`src/rtl/uart_pkg.sv`:
```
// Shared UART definitions: FSM state encoding, line levels and parity helper,
// used by both the transmitter and the receiver.
package uart_pkg;

   typedef enum logic [2:0] {
      ST_IDLE,
      ST_FETCH,
      ST_LOAD,
      ST_START,
      ST_DATA,
      ST_PARITY,
      ST_STOP
   } uart_state_e;

   localparam logic LINE_IDLE     = 1'b1;
   localparam logic START_LVL     = 1'b0;
   localparam logic STOP_LVL      = 1'b1;
   localparam int   MAX_DATA_BITS = 8;

   // Unused upper bits must be zero so they do not disturb the XOR.
   function automatic logic calc_parity(input logic [MAX_DATA_BITS-1:0] d,
                                        input logic odd);
      return (^d) ^ odd;
   endfunction

endpackage

```
`src/rtl/uart_baud_gen.sv`:
```
// Bit-period timer: tick marks the last clk of each CLKS_PER_BIT-long bit.
// clear restarts the period, so every FSM state starts on a full bit.
module uart_baud_gen #(
   parameter int CLKS_PER_BIT = 16
) (
   input  logic clk,
   input  logic reset_n,
   input  logic clear,
   output logic tick
);

   localparam int            CW   = (CLKS_PER_BIT > 1) ? $clog2(CLKS_PER_BIT) : 1;
   localparam logic [CW-1:0] LAST = CW'(CLKS_PER_BIT - 1);

   logic [CW-1:0] cnt;

   always_ff @(posedge clk or negedge reset_n) begin
      if (!reset_n)            cnt <= '0;
      else if (clear || tick)  cnt <= '0;
      else                     cnt <= cnt + 1'b1;
   end

   assign tick = (cnt == LAST);

endmodule

```
`src/rtl/uart_tx_ctrl.sv`:
```
// UART transmitter: pops one byte from the TX FIFO read port (same clk as the
// FIFO's clk_rd) and serialises it as start / data LSB-first / parity / stop.
module uart_tx_ctrl
   import uart_pkg::*;
#(
   parameter int DATA_BITS    = 8,
   parameter int CLKS_PER_BIT = 16,
   parameter int PARITY_EN    = 0,
   parameter int PARITY_ODD   = 0,
   parameter int STOP_BITS    = 1
) (
   input  logic                 clk,
   input  logic                 reset_n,
   input  logic                 tx_en,
   input  logic                 fifo_empty,
   input  logic [DATA_BITS-1:0] fifo_data,
   output logic                 fifo_rd_en,
   output logic                 tx,
   output logic                 busy,
   output logic                 tx_done
);

   localparam int BW = $clog2(DATA_BITS);

   uart_state_e                state, state_d;
   logic [DATA_BITS-1:0]       shreg, shreg_d;
   logic [BW-1:0]              bit_cnt, bit_cnt_d;
   logic [MAX_DATA_BITS-1:0]   fd_ext;
   logic [1:0]                 rst_sync;
   logic                       rst_n_s, tick, par_q, tx_d, last_data, last_stop, can_fetch;

   // Assert asynchronously, release on a clk edge.
   always_ff @(posedge clk or negedge reset_n) begin
      if (!reset_n) rst_sync <= '0;
      else          rst_sync <= {rst_sync[0], 1'b1};
   end
   assign rst_n_s = rst_sync[1];

   uart_baud_gen #(.CLKS_PER_BIT(CLKS_PER_BIT)) u_baud (
      .clk     (clk),
      .reset_n (rst_n_s),
      .clear   (state_d != state),
      .tick    (tick)
   );

   assign last_data = (bit_cnt == BW'(DATA_BITS - 1));
   assign last_stop = (bit_cnt == BW'(STOP_BITS - 1));
   assign can_fetch = tx_en && !fifo_empty;

   always_ff @(posedge clk or negedge rst_n_s) begin
      if (!rst_n_s) state <= ST_IDLE;
      else          state <= state_d;
   end

   always_comb begin
      state_d = state;
      case (state)
         ST_IDLE:   if (can_fetch) state_d = ST_FETCH;
         ST_FETCH:  state_d = ST_LOAD;
         ST_LOAD:   state_d = ST_START;
         ST_START:  if (tick) state_d = ST_DATA;
         ST_DATA:   if (tick && last_data) state_d = (PARITY_EN != 0) ? ST_PARITY : ST_STOP;
         ST_PARITY: if (tick) state_d = ST_STOP;
         ST_STOP:   if (tick && last_stop) state_d = can_fetch ? ST_FETCH : ST_IDLE;
         default:   state_d = ST_IDLE;
      endcase
   end

   // tx is registered, so it is computed from the next state and next shift value.
   always_comb begin
      case (state_d)
         ST_START:  tx_d = START_LVL;
         ST_DATA:   tx_d = shreg_d[0];
         ST_PARITY: tx_d = par_q;
         default:   tx_d = STOP_LVL;
      endcase
   end

   assign fifo_rd_en = (state == ST_FETCH);
   assign busy       = (state != ST_IDLE);
   assign tx_done    = (state == ST_STOP) && tick && last_stop;

   // The bit counter serves DATA and STOP; it restarts on every state entry.
   always_comb begin
      shreg_d   = shreg;
      bit_cnt_d = bit_cnt;
      fd_ext    = '0;
      fd_ext[DATA_BITS-1:0] = fifo_data;
      if (state == ST_LOAD)                shreg_d = fifo_data;
      else if (state == ST_DATA && tick)   shreg_d = shreg >> 1;
      if (state_d != state)                bit_cnt_d = '0;
      else if (tick && (state == ST_DATA || state == ST_STOP))
                                           bit_cnt_d = bit_cnt + 1'b1;
   end

   always_ff @(posedge clk or negedge rst_n_s) begin
      if (!rst_n_s) begin
         shreg   <= '0;
         bit_cnt <= '0;
         par_q   <= 1'b0;
         tx      <= LINE_IDLE;
      end else begin
         shreg   <= shreg_d;
         bit_cnt <= bit_cnt_d;
         tx      <= tx_d;
         if (state == ST_LOAD) par_q <= calc_parity(fd_ext, PARITY_ODD != 0);
      end
   end

endmodule

```
`config.mk`:
```
export PLATFORM = sky130hd
export DESIGN_NAME = uart_tx_ctrl
export DESIGN_NICKNAME = d
export VERILOG_FILES = /design/src/rtl/uart_pkg.sv /design/src/rtl/uart_baud_gen.sv /design/src/rtl/uart_tx_ctrl.sv
export SDC_FILE = /design/constraint.sdc
export NUM_CORES = 1
export LEC_CHECK = 0
export ABC_AREA = 1
export CAP_MARGIN = 40
export CORE_MARGIN = 10
export CORE_UTILIZATION = 48
export DETAILED_ROUTE_END_ITERATION = 8
export GPL_ROUTABILITY_DRIVEN = 0
export PLACE_DENSITY = 0.72
export SLEW_MARGIN = 20
export SYNTH_ARGS = -nofsm -noshare
export SYNTH_HDL_FRONTEND = slang
export SYNTH_SLANG_ARGS = --single-unit
```
`constraint.sdc`:
```
create_clock -name clk -period 1.3 [get_ports clk]
set_clock_uncertainty 0.2 [all_clocks]
set_input_delay 0.26 -clock clk [delete_from_list [all_inputs] [get_ports clk]]
set_output_delay 0.26 -clock clk [all_outputs]
set_load 0.02 [all_outputs]
```
==> results of run 1 <==
-- layout make-up --
type | count | share of cell area, %
clock buffer | 4 | 1.77
inverter | 24 | 4.40
multi-input combinational | 96 | 37.3
sequential | 22 | 27.0
timing repair buffer | 59 | 27.7
tap | 30 | 1.83
-- flip-flops by register name (all words and copies together) (netlist names) --
| signal | count |
|---|---|
| tx | 1 |
| shreg | 8 |
| u_baud.cnt | 4 |
| bit_cnt | 3 |
| par_q | 1 |
| rst_sync | 2 |
| state | 3 |
-- per-stage QoR --
step	hold slack [ps]	setup TNS [ps]	setup WS (ps)
CTS	-37.1	-7930	-495
detailed placement	-46.7	-9180	-664
global placement	-57.8	-8260	-633
floorplan	-236	-3060	-244
global route	-12.2	-11540	-650
finish	-48.8	-9590	-537
-- how the worst min path moves through the flow --
| stage | startpoint | to | slack (ps) | depth (start not counted) |
|---|---|---|---|---|
| finish | rst_sync[1]$_DFF_PN0_ | bit_cnt[2]$_DFFE_PN0P_ | -50 | 0 |
| floorplan | reset_n | rst_sync[0]$_DFF_PN0_ | -240 | 0 |
| global route | rst_sync[1]$_DFF_PN0_ | u_baud.cnt[0]$_DFF_PN0_ | -10 | 0 |
| detailed placement | rst_sync[1]$_DFF_PN0_ | u_baud.cnt[1]$_DFF_PN0_ | -50 | 0 |
| CTS | rst_sync[1]$_DFF_PN0_ | u_baud.cnt[1]$_DFF_PN0_ | -40 | 0 |
| global placement | rst_sync[1]$_DFF_PN0_ | u_baud.cnt[3]$_DFF_PN0_ | -60 | 0 |
-- synthesized netlist by cell type (2+ instances only) --
| master | n |
|---|---|
| sky130_fd_sc_hd__o21ai_0 | 4 |
| sky130_fd_sc_hd__ha_1 | 4 |
| sky130_fd_sc_hd__nand2_2 | 6 |
| sky130_fd_sc_hd__nor2_1 | 11 |
| sky130_fd_sc_hd__a21oi_1 | 2 |
| sky130_fd_sc_hd__xor2_1 | 4 |
| sky130_fd_sc_hd__inv_1 | 23 |
| sky130_fd_sc_hd__nand3_1 | 12 |
| sky130_fd_sc_hd__xnor2_1 | 6 |
| sky130_fd_sc_hd__nor2_2 | 3 |
| sky130_fd_sc_hd__o221ai_1 | 6 |
| sky130_fd_sc_hd__nand2_1 | 30 |
| sky130_fd_sc_hd__dfrtp_1 | 21 |
-- power groups by stage --
| stage | Combinational [mW] | Clock, mW | Sequential, mW |
|---|---|---|---|
| 6_report | 2.48 | 0.376 | 1.06 |
| 2_1_floorplan | 0.892 | 0 | 1.09 |
| 5_1_grt | 2.69 | 0.403 | 1.09 |
| 3_3_place_gp | 1.59 | 0 | 1.05 |
| 3_5_place_dp | 1.64 | 0 | 1.05 |
| 4_1_cts | 2.11 | 0.377 | 1.04 |
-- kinds of logic after synthesis --
| family | synth area share [%] |
|---|---|
| XOR/XNOR | 7.30 |
| flip-flops | 46.0 |
| other | 0.313 |
| buffers and inverters | 7.51 |
| adder cells (fa/ha/maj) | 4.17 |
| AND/OR/NAND/NOR | 26.8 |
| AO/OA/AOI/OAI | 7.92 |
-- worst max-delay path, delay by kind of cell, from the launching register on --
family | cells | cell delay [ps]
buf+inv | 3 | 290
flops | 1 | 420
simple gates | 7 | 810
-- metal layers --
metal | vias to the layer above | part of all wire, % | GRT usage [%]
met5 | - | 0 | 0
met4 | 0 | 2.5 | 3.95
met3 | 11 | 3.0 | 2.26
met2 | 30 | 55 | 25.1
met1 | 584 | 39 | 14.5
li1 | 576 | - | -
-- placed cells by master (no fill, tap or decap), types with 4 or more instances in the layout --
master / n
sky130_fd_sc_hd__xnor2_1: 6
sky130_fd_sc_hd__nor2_2: 4
sky130_fd_sc_hd__dfrtp_1: 20
sky130_fd_sc_hd__o221ai_2: 6
sky130_fd_sc_hd__nor2_1: 8
sky130_fd_sc_hd__clkdlybuf4s50_1: 9
sky130_fd_sc_hd__nand2_1: 21
sky130_fd_sc_hd__nand2_2: 10
sky130_fd_sc_hd__inv_2: 8
sky130_fd_sc_hd__buf_6: 10
sky130_fd_sc_hd__xor2_1: 4
sky130_fd_sc_hd__nand3_1: 8
sky130_fd_sc_hd__buf_4: 31
sky130_fd_sc_hd__inv_1: 16
-- timing repair --
item                       CTS  global route
pin swaps                   18             6
setup endpoints to repair   24            24
resized for setup           70            16
cloned                       0             0
buffers inserted             5             5
hold endpoints to repair     9             7
==> qor.tcl, run 1 <==
set qor(outcome) {finished with violations}
set qor(violations_in_the_final_reports) {negative hold slack, negative setup slack}
set qor(antenna_found_initial) 0
set qor(multi_input_area_um2) 763
set qor(critPathMostFrequentCell) {sky130_fd_sc_hd__nand2_2}
set qor(largest_net_degree_at_the_start_of_global_routing) 14
set qor(worst_case_setup_margin_in_the_final_layout_ps) -537
set qor(timing.rr.start) {state[1]$_DFF_PN0_}
set qor(biggest_cell_delay_along_the_critical_path_ps) 420
set qor(initial_core_util_pct) 49.3
set qor(overflow) 0
set qor(timing.critical_path.from) {state[1]$_DFF_PN0_}
set qor(yosys.cell_types.count) 23
set qor(detail_route.wirelength_um) 3680
set qor(timing_hold_violations_final) 7
set qor(ctsHtreeMaxLevel) 1
set qor(numCtsBuffers) 3
set qor(finalSetupViolations) 24
set qor(synth.yosys.seq_area_share_pct) 46.0
set qor(port_buffers) 15
set qor(worst_setup_path_start_kind) {flip-flop}
set qor(total_leakage_power_nw) 0.965
set qor(vias) 1201
set qor(cellPowerDensity_nw_per_um2) 1910
set qor(filler_cell_count) 119
set qor(syn-instance-count) 142
set qor(synth_enable_flop_cells) 0
set qor(fmax_mhz) 544
set qor(p_sw_mw) 1.63
set qor(row_count) 18
set qor(cts-root-to-sink-buffers) 2
set qor(insertedDiodeCount) 0
set qor(worstPathRequired_ps) 1310
set qor(top_level_ports) 16
set qor(r2r.worst_path.cells) 10
set qor(p_comb_share_pct) 63.3
set qor(hold_ws_ps) -48.8
set qor(r2r-end) {u_baud.cnt[3]$_DFF_PN0_}
set qor(cts.reportedPaths.clkPinSlew_ps) 120
set qor(fin_area_um2) 2050
set qor(post_route_cells_drive_above_1_share_pct) 49.8
set qor(wl_per_cell_um) 15.7
set qor(grt_use_total_pct) 13.3
set qor(max-vdd-ir-drop_mv) 1.78
set qor(ys_async_sr_fraction_pct) 100
set qor(drt_iter0_markers) 67
set qor(grt_first_pass_wirelength_um) 5550
set qor(timing.setup.critical_path_class) {reg -> reg}
set qor(cts-root-buf) {sky130_fd_sc_hd__clkbuf_4}
set qor(syn-mean-instance-area_um2) 8.45
set qor(seq_power_share_pct) 27.1
set qor(hold_path.class) {reg -> async}
set qor(critical-path-slowest-cell) {sky130_fd_sc_hd__dfrtp_1}
set qor(critical_path.endpoint_type) {flip-flop}
set qor(finalPower_mw) 3.92
set qor(synth.ff_latch_count) 22
set qor(die_x_um) 70.0
set qor(worst-r2r-setup-slack_ps) -540
set qor(first_global_vias) 1235
set qor(grt_setup_unrepaired) {yes}
set qor(largest_driver_fanout_on_the_critical_path) 4
set qor(final_cells) 235
set qor(final-max-slew-violation-count) 0
set qor(numClockSinks) 22
set qor(total_nets_after_synthesis) 158
set qor(timing.max_cap.violations) 0
set qor(critPathArrivalTime_ps) 1840
set qor(fp.coreArea_um2) 2430
set qor(area_growth_syn_to_layout_pct) 70.7
set qor(worstPathCellList) {inv_2 > buf_4 > nand3_1 > or2_1 > nand2_1 > inv_1 > nand2_2 > nand2_2 > nand4_1 > nor2_1}
set qor(detail_route.first_pass.iterations) 4
set qor(worstSkewPairLatency_ps) 310
set qor(internal-power_mw) 2.29
set qor(cts_hold_buf) 1
set qor(netSwitchingFraction_pct) 41.7
set qor(sequential_cell_area_um2) 553
set qor(place_hpwl_um) 2150
set qor(dpl.cell_count) 220
set qor(timing.final.crit_period_ps) 1840
set qor(ys_top_cells_by_area) {sky130_fd_sc_hd__dfrtp_1 (44%), sky130_fd_sc_hd__nand2_1 (9.4%), sky130_fd_sc_hd__inv_1 (7.2%), sky130_fd_sc_hd__nand3_1 (5.0%), sky130_fd_sc_hd__o221ai_1 (4.4%)}
set qor(finalCritPeriodShare_pct) 141
set qor(critical_path.endpoint) {u_baud.cnt[3]$_DFF_PN0_}
set qor(die_outline_area_um2) 4900
set qor(die-height_um) 70.0
set qor(post_synth_instance_area_um2) 1200
set qor(postPlaceCellArea_um2) 1670
set qor(routed_via_density) 5.11
set qor(clkPwrFrac_pct) 9.6
set qor(synth_largest_area_cell) {sky130_fd_sc_hd__dfrtp_1}
set qor(tritoncts) {done}
set qor(num-nets-final) 222
set qor(synth_ff_type) {sky130_fd_sc_hd__dfrtp_1}
set qor(yosys_warnings) 0
set qor(synth_largest_type_area_fraction_pct) 43.8
set qor(postRouteAntennaNets) 0
set qor(drcViolationCount) 0
set qor(finalCoreUtilization_pct) 84.2
(Power assumes the default switching activity.)
==> run 2: changes to the inputs <==
--- a/config.mk
+++ b/config.mk
@@ -9,6 +9,7 @@
 export CAP_MARGIN = 40
 export CORE_MARGIN = 10
 export CORE_UTILIZATION = 48
+export CTS_CLUSTER_SIZE = 30
 export DETAILED_ROUTE_END_ITERATION = 8
 export GPL_ROUTABILITY_DRIVEN = 0
 export PLACE_DENSITY = 0.72
==> results of run 2 <==
Same layout as run 1: the final DEF is identical, and so are final timing and power.
